$ cat src/rtl/fir_tap_sequencer_if.sv
`default_nettype none
// ============================================================================
// fir_tap_sequencer_if: sample strobe in, RAM/ROM/MAC controls out. Rev 1.0
// ============================================================================
interface fir_tap_sequencer_if #(
  parameter int ADDR_W = 8
);
  logic              in_strobe;
  logic              busy;
  logic              wr_en;
  logic [ADDR_W-1:0] wr_addr;
  logic [ADDR_W-1:0] samp_addr;
  logic [ADDR_W-1:0] coef_addr;
  logic              mac_clr;
  logic              mac_en;
  logic              out_strobe;
  logic              overrun;

  modport master (
    output in_strobe,
    input  busy, wr_en, wr_addr, samp_addr, coef_addr,
    input  mac_clr, mac_en, out_strobe, overrun
  );

  modport slave (
    input  in_strobe,
    output busy, wr_en, wr_addr, samp_addr, coef_addr,
    output mac_clr, mac_en, out_strobe, overrun
  );
endinterface
`default_nettype wire

$ cat src/rtl/fir_tap_sequencer.sv
`default_nettype none
// ============================================================================
// fir_tap_sequencer: single-MAC FIR control FSM (write, tap walk, drain). Rev 1.0
// ============================================================================
module fir_tap_sequencer #(
  parameter int NTAPS    = 256,
  parameter int ADDR_W   = 8,
  parameter int PIPE_LAT = 3
) (
  input wire                 clk,
  input wire                 reset,
  fir_tap_sequencer_if.slave bus
);

  localparam int                    c_flush_w    = (PIPE_LAT > 1) ? $clog2(PIPE_LAT + 1) : 1;
  localparam logic [ADDR_W-1:0]    c_last_tap   = ADDR_W'(NTAPS - 1);
  localparam logic [c_flush_w-1:0] c_flush_last = c_flush_w'(PIPE_LAT);

  typedef enum logic [2:0] {
    S_IDLE  = 3'd0,
    S_LOAD  = 3'd1,
    S_RUN   = 3'd2,
    S_FLUSH = 3'd3,
    S_DONE  = 3'd4
  } state_t;

  state_t                state_q, state_d;
  logic [ADDR_W-1:0]     k_q, k_d;
  logic [c_flush_w-1:0]  flush_q, flush_d;
  logic [ADDR_W-1:0]     wr_ptr_q, wr_ptr_d;
  logic                  busy_q, busy_d;
  logic                  wr_en_q, wr_en_d;
  logic [ADDR_W-1:0]     wr_addr_q, wr_addr_d;
  logic [ADDR_W-1:0]     samp_addr_q, samp_addr_d;
  logic [ADDR_W-1:0]     coef_addr_q, coef_addr_d;
  logic                  mac_clr_q, mac_clr_d;
  logic                  mac_en_q, mac_en_d;
  logic                  out_strobe_q, out_strobe_d;
  logic                  overrun_q, overrun_d;

  always_comb begin
    state_d   = state_q;
    k_d       = k_q;
    flush_d   = flush_q;
    wr_ptr_d  = wr_ptr_q;
    overrun_d = overrun_q | (bus.in_strobe & (state_q != S_IDLE));

    case (state_q)
      S_IDLE: begin
        if (bus.in_strobe) state_d = S_LOAD;
      end
      S_LOAD: begin
        state_d = S_RUN;
        k_d     = '0;
      end
      S_RUN: begin
        if (k_q == c_last_tap) begin
          flush_d = c_flush_w'(1);
          state_d = (PIPE_LAT == 0) ? S_DONE : S_FLUSH;
        end else begin
          k_d = k_q + ADDR_W'(1);
        end
      end
      S_FLUSH: begin
        if (flush_q == c_flush_last) state_d = S_DONE;
        else                         flush_d = flush_q + c_flush_w'(1);
      end
      S_DONE: begin
        state_d  = S_IDLE;
        wr_ptr_d = wr_ptr_q + ADDR_W'(1);
      end
      default: state_d = S_IDLE;
    endcase

    // Outputs are decoded from the next state so they register alongside it.
    busy_d       = (state_d != S_IDLE);
    wr_en_d      = (state_d == S_LOAD);
    wr_addr_d    = (state_d == S_LOAD) ? wr_ptr_q : wr_addr_q;
    mac_en_d     = (state_d == S_RUN);
    mac_clr_d    = (state_d == S_RUN) && (state_q == S_LOAD);
    coef_addr_d  = mac_en_d ? k_d : coef_addr_q;
    samp_addr_d  = mac_en_d ? (wr_ptr_q - k_d) : samp_addr_q;
    out_strobe_d = (state_d == S_DONE);
  end

  always_ff @(posedge clk or posedge reset) begin
    if (reset) begin
      state_q      <= S_IDLE;
      k_q          <= '0;
      flush_q      <= '0;
      wr_ptr_q     <= '0;
      busy_q       <= 1'b0;
      wr_en_q      <= 1'b0;
      wr_addr_q    <= '0;
      samp_addr_q  <= '0;
      coef_addr_q  <= '0;
      mac_clr_q    <= 1'b0;
      mac_en_q     <= 1'b0;
      out_strobe_q <= 1'b0;
      overrun_q    <= 1'b0;
    end else begin
      state_q      <= state_d;
      k_q          <= k_d;
      flush_q      <= flush_d;
      wr_ptr_q     <= wr_ptr_d;
      busy_q       <= busy_d;
      wr_en_q      <= wr_en_d;
      wr_addr_q    <= wr_addr_d;
      samp_addr_q  <= samp_addr_d;
      coef_addr_q  <= coef_addr_d;
      mac_clr_q    <= mac_clr_d;
      mac_en_q     <= mac_en_d;
      out_strobe_q <= out_strobe_d;
      overrun_q    <= overrun_d;
    end
  end

  assign bus.busy       = busy_q;
  assign bus.wr_en      = wr_en_q;
  assign bus.wr_addr    = wr_addr_q;
  assign bus.samp_addr  = samp_addr_q;
  assign bus.coef_addr  = coef_addr_q;
  assign bus.mac_clr    = mac_clr_q;
  assign bus.mac_en     = mac_en_q;
  assign bus.out_strobe = out_strobe_q;
  assign bus.overrun    = overrun_q;

endmodule
`default_nettype wire

$ cat src/flat_wrapper.sv
// flat-port wrapper written by rule: the top's interface ports become plain ports
module fir_tap_sequencer_flat 
#(
  parameter int NTAPS    = 256,
  parameter int ADDR_W   = 8,
  parameter int PIPE_LAT = 3
)
  (clk, reset, bus_in_strobe, bus_busy, bus_wr_en, bus_wr_addr, bus_samp_addr, bus_coef_addr, bus_mac_clr, bus_mac_en, bus_out_strobe, bus_overrun);
  fir_tap_sequencer_if #(.ADDR_W(ADDR_W)) bus_i ();
  input wire clk;
  input wire reset;
  input wire logic [$bits(bus_i.in_strobe)-1:0] bus_in_strobe;
  output wire logic [$bits(bus_i.busy)-1:0] bus_busy;
  output wire logic [$bits(bus_i.wr_en)-1:0] bus_wr_en;
  output wire logic [$bits(bus_i.wr_addr)-1:0] bus_wr_addr;
  output wire logic [$bits(bus_i.samp_addr)-1:0] bus_samp_addr;
  output wire logic [$bits(bus_i.coef_addr)-1:0] bus_coef_addr;
  output wire logic [$bits(bus_i.mac_clr)-1:0] bus_mac_clr;
  output wire logic [$bits(bus_i.mac_en)-1:0] bus_mac_en;
  output wire logic [$bits(bus_i.out_strobe)-1:0] bus_out_strobe;
  output wire logic [$bits(bus_i.overrun)-1:0] bus_overrun;
  assign bus_i.in_strobe = bus_in_strobe;
  assign bus_busy = bus_i.busy;
  assign bus_wr_en = bus_i.wr_en;
  assign bus_wr_addr = bus_i.wr_addr;
  assign bus_samp_addr = bus_i.samp_addr;
  assign bus_coef_addr = bus_i.coef_addr;
  assign bus_mac_clr = bus_i.mac_clr;
  assign bus_mac_en = bus_i.mac_en;
  assign bus_out_strobe = bus_i.out_strobe;
  assign bus_overrun = bus_i.overrun;
  fir_tap_sequencer #(.NTAPS(NTAPS), .ADDR_W(ADDR_W), .PIPE_LAT(PIPE_LAT)) u_core (.clk(clk), .reset(reset), .bus(bus_i));
endmodule
$ cat config.mk
export PLATFORM = sky130hd
export DESIGN_NAME = fir_tap_sequencer_flat
export DESIGN_NICKNAME = d
export VERILOG_FILES = /design/src/rtl/fir_tap_sequencer_if.sv /design/src/rtl/fir_tap_sequencer.sv /design/src/flat_wrapper.sv
export SDC_FILE = /design/constraint.sdc
export NUM_CORES = 1
export LEC_CHECK = 0
export ABC_AREA = 1
export CAP_MARGIN = 10
export CORE_UTILIZATION = 45
export DETAILED_ROUTE_END_ITERATION = 8
export HOLD_SLACK_MARGIN = 0.08
export PLACE_DENSITY = 0.64
export SETUP_SLACK_MARGIN = 0.2
export SYNTH_ARGS = -nofsm -noshare
export SYNTH_HDL_FRONTEND = slang
export SYNTH_SLANG_ARGS = --single-unit
$ cat constraint.sdc
create_clock -name clk -period 3.2 [get_ports clk]
set_input_delay 0.64 -clock clk [delete_from_list [all_inputs] [get_ports clk]]
set_output_delay 0.64 -clock clk [all_outputs]
set_load 0.02 [all_outputs]
==> flow_summary.ini <==
[run_status]
status = finished, final reports clean

[clocking]
clockBufferDepth = 2
clock_sinks = 51
cts_buffers = 5
ctsHoldBuffers = 0
htree_levels = 2
root_buffer = clkbuf_8
clock_latency_ps = 300
clk_pin_slew_ps = 80
tritoncts = done

[synth]
synth_ff_type = dfrtp_1
ys.warnings.count = 0
synth_area_sq_um = 2460
synth_area_per_cell_sq_um = 8.73
synthTopCellsByArea = dfrtp_1 52%, nand2_1 10%, inv_1 6.4%, ha_1 4.1%, nand3_1 3.9%
synth_edf_count = 0
synth.most_common_cell = nand2_1
yosysUniqueCellTypes = 33
yosysSeqAreaShare = 0.519
synth_top_area_share = 0.519
syn_nets = 294
synth_largest_area_cell = dfrtp_1
synth_commonest_cells = 68 x nand2_1, 51 x dfrtp_1, 42 x inv_1
synthCells = 282
synth-seq-cells = 51
synthArstFlopShare = 1.00

[pwr]
p_sw_frac = 0.209
leakage_nw = 1.52
comb_power_share = 0.017
pwr-share-clk = 0.342
ir_drop_mv = 0.227
pwr-share-seq = 0.641
intPower_uw = 794
p_per_area_nw_per_um2 = 329
net-switching-power_uw = 210

[critical_path]
cp_data_arrival_time_ps = 2940
reg2reg_depth = 21
end_kind = flip-flop
critPathMaxFanout = 6
cp_slowest_stage_delay_ps = 420
cp.required_ps = 3390
startpoint_type = flip-flop
rrSetupSlack_ps = 450
crit_start = u_core.k_q[1]$_DFF_PP0_
regToRegStartpoint = u_core.k_q[1]$_DFF_PP0_
r2r_end = u_core.bus.samp_addr[7]$_DFFE_PP0P_
critPathCapture = u_core.bus.samp_addr[7]$_DFFE_PP0P_
worst_path_most_repeated_cell = nand2_1
crit_chain = ha_1 > inv_1 > nor2_4 > nand2_2 > nand2_4 > o22ai_1 > o31ai_2 > buf_4 > ha_2 > a21oi_1 > nand2_1 > nand2_1 > nand2_1 > nand2_1 > nand2_1 > nand2_2 > nand2_2 > nand2_1 > nand2_1 > nand3_1 > nand2_1
worstSetupPathType = reg2reg
cp_slowest_cell = dfrtp_1

[cells_and_area]
ff_latch_area_sq_um = 1280
final.fill_count = 461
fin_cells = 396
area_growth_pct = 24.1
nets = 339
final_area_sq_um = 3050
fin_util = 0.590
multi_input_area_sq_um = 1040
final_layout_size_suffix_gt1_frac = 0.160
diodes = 0

[floorplan]
coreArea_sq_um = 5170
die_w_um = 76.0
die_y_um = 76.0
die-area_sq_um = 5770
rows = 26
initial_core_util = 0.476
ios = 33

[timing]
max_freq_ghz = 0.364
fin_crit_ps = 2750
rsz0062_at_grt = false
fin_skew_ps = 4.42
final_hold_viol_count = 0
relSlewSlack = 0.679
tightest_slew_ps = 481
maxSlewViolCount = 0
finalSetupViolCount = 0
period_share = 0.860
tns_ps = 0

[drt]
ant_nets = 0
routed_wl_um = 4880
post_drt_wl_per_cell_um = 12.3
drt_pass1_iterations = 4
drt_iter0_drc = 74
routed_via_density = 4.88
drcViolationCount = 0
vias = 1934

[place]
dp_cells = 384
placed_area_sq_um = 2880
hpwl_um = 3680
place_congestion = 0.917
portBuffers = 32

[global_routing]
antenna_found_initial = 0
grt_start_max_net_pins = 24
overflow = 0
grt_use_total = 0.186
grt_pass1_vias = 1843
grt_pass1_wl_um = 8420

[hold_path]
hold_class = reg2reg

[flow_run]
cap_violations = 0
final cells by class:
type / count / area share
clock buffer: 6 / 0.0238
multi-input combinational: 179 / 0.341
tap: 70 / 0.0287
timing repair buffer: 41 / 0.127
sequential: 51 / 0.418
inverter: 49 / 0.0610
flip-flops by register name (all words and copies together), names as in the netlist:
name	count
u_core.bus.busy	1
u_core.bus.wr_en	1
u_core.bus.mac_en	1
u_core.state_q	3
u_core.bus.out_strobe	1
u_core.k_q	8
u_core.bus.mac_clr	1
u_core.bus.overrun	1
u_core.bus.wr_addr	8
u_core.flush_q	2
u_core.bus.samp_addr	8
u_core.bus.coef_addr	8
u_core.wr_ptr_q	8
cell usage in the layout (no fill, tap or decap), drive strengths merged, types with 2 or more instances in the layout:
master	netlist	routed
o22ai	2	2
or2	2	2
o21ai	25	25
dfrtp	51	51
clkbuf	1	6
buf	2	9
nand3	21	21
nand4	4	4
inv	48	48
xor2	7	7
ha	8	8
nand2	80	80
a21oi	6	6
clkdlybuf4s50	0	32
nor2	15	15
nor3	2	2
through the flow:
stage / power, mW / worst slack, ps / hold WS (ps)
2_1_floorplan: 0.666 / 576 / 451
3_3_place_gp: 0.675 / 378 / 458
3_5_place_dp: 0.675 / 286 / 460
4_1_cts: 1.02 / 279 / 482
5_1_grt: 1.04 / 166 / 500
6_report: 1.00 / 449 / 476
worst max-delay path, delay by kind of cell (launching register included):
kind	cells	cell delay, ps
compound gates	3	370
flops	1	420
simple gates	14	1040
buf+inv	2	300
fa+ha+maj	2	510
how the worst min path moves through the flow:
stage,start,end,slack (ps),depth (start not counted)
2_1_floorplan,u_core.flush_q[0]$_DFFE_PP0P_,u_core.flush_q[0]$_DFFE_PP0P_,450,1
3_3_place_gp,u_core.bus.samp_addr[1]$_DFFE_PP0P_,u_core.bus.samp_addr[1]$_DFFE_PP0P_,460,2
3_5_place_dp,u_core.bus.samp_addr[1]$_DFFE_PP0P_,u_core.bus.samp_addr[1]$_DFFE_PP0P_,460,2
4_1_cts,u_core.bus.samp_addr[1]$_DFFE_PP0P_,u_core.bus.samp_addr[1]$_DFFE_PP0P_,480,2
5_1_grt,u_core.bus.overrun$_DFF_PP0_,u_core.bus.overrun$_DFF_PP0_,500,1
6_report,u_core.bus.samp_addr[1]$_DFFE_PP0P_,u_core.bus.samp_addr[1]$_DFFE_PP0P_,480,2
timing repair:
action,CTS,global route
setup endpoints to repair,0,3
gates resized for setup,0,12
hold endpoints to repair,0,0
setup buffers,0,6
logic make-up after synthesis:
logic type,synth area share
adders and majority gates,0.0488
AOI/OAI and AO/OA,0.0803
and+or+nand+nor,0.241
DFF,0.519
xor gates and xnor gates,0.0285
buffers and inverters,0.0824
per-layer routing:
metal  part of all wire  track usage
met4              0.013       0.0692
met5                  0            0
met3              0.026       0.0373
met1               0.48        0.247
met2               0.48        0.301
power by group through the flow:
| stage | logic (mW) | clock network [mW] | registers, mW |
|---|---|---|---|
| 6_report | 0.0171 | 0.343 | 0.644 |
| 3_3_place_gp | 0.0181 | 0 | 0.657 |
| 3_5_place_dp | 0.0184 | 0 | 0.657 |
| 5_1_grt | 0.0207 | 0.375 | 0.644 |
| 4_1_cts | 0.0184 | 0.357 | 0.644 |
| 2_1_floorplan | 0.00965 | 0 | 0.657 |
No activity file was read; power rests on OpenSTA's default activity.
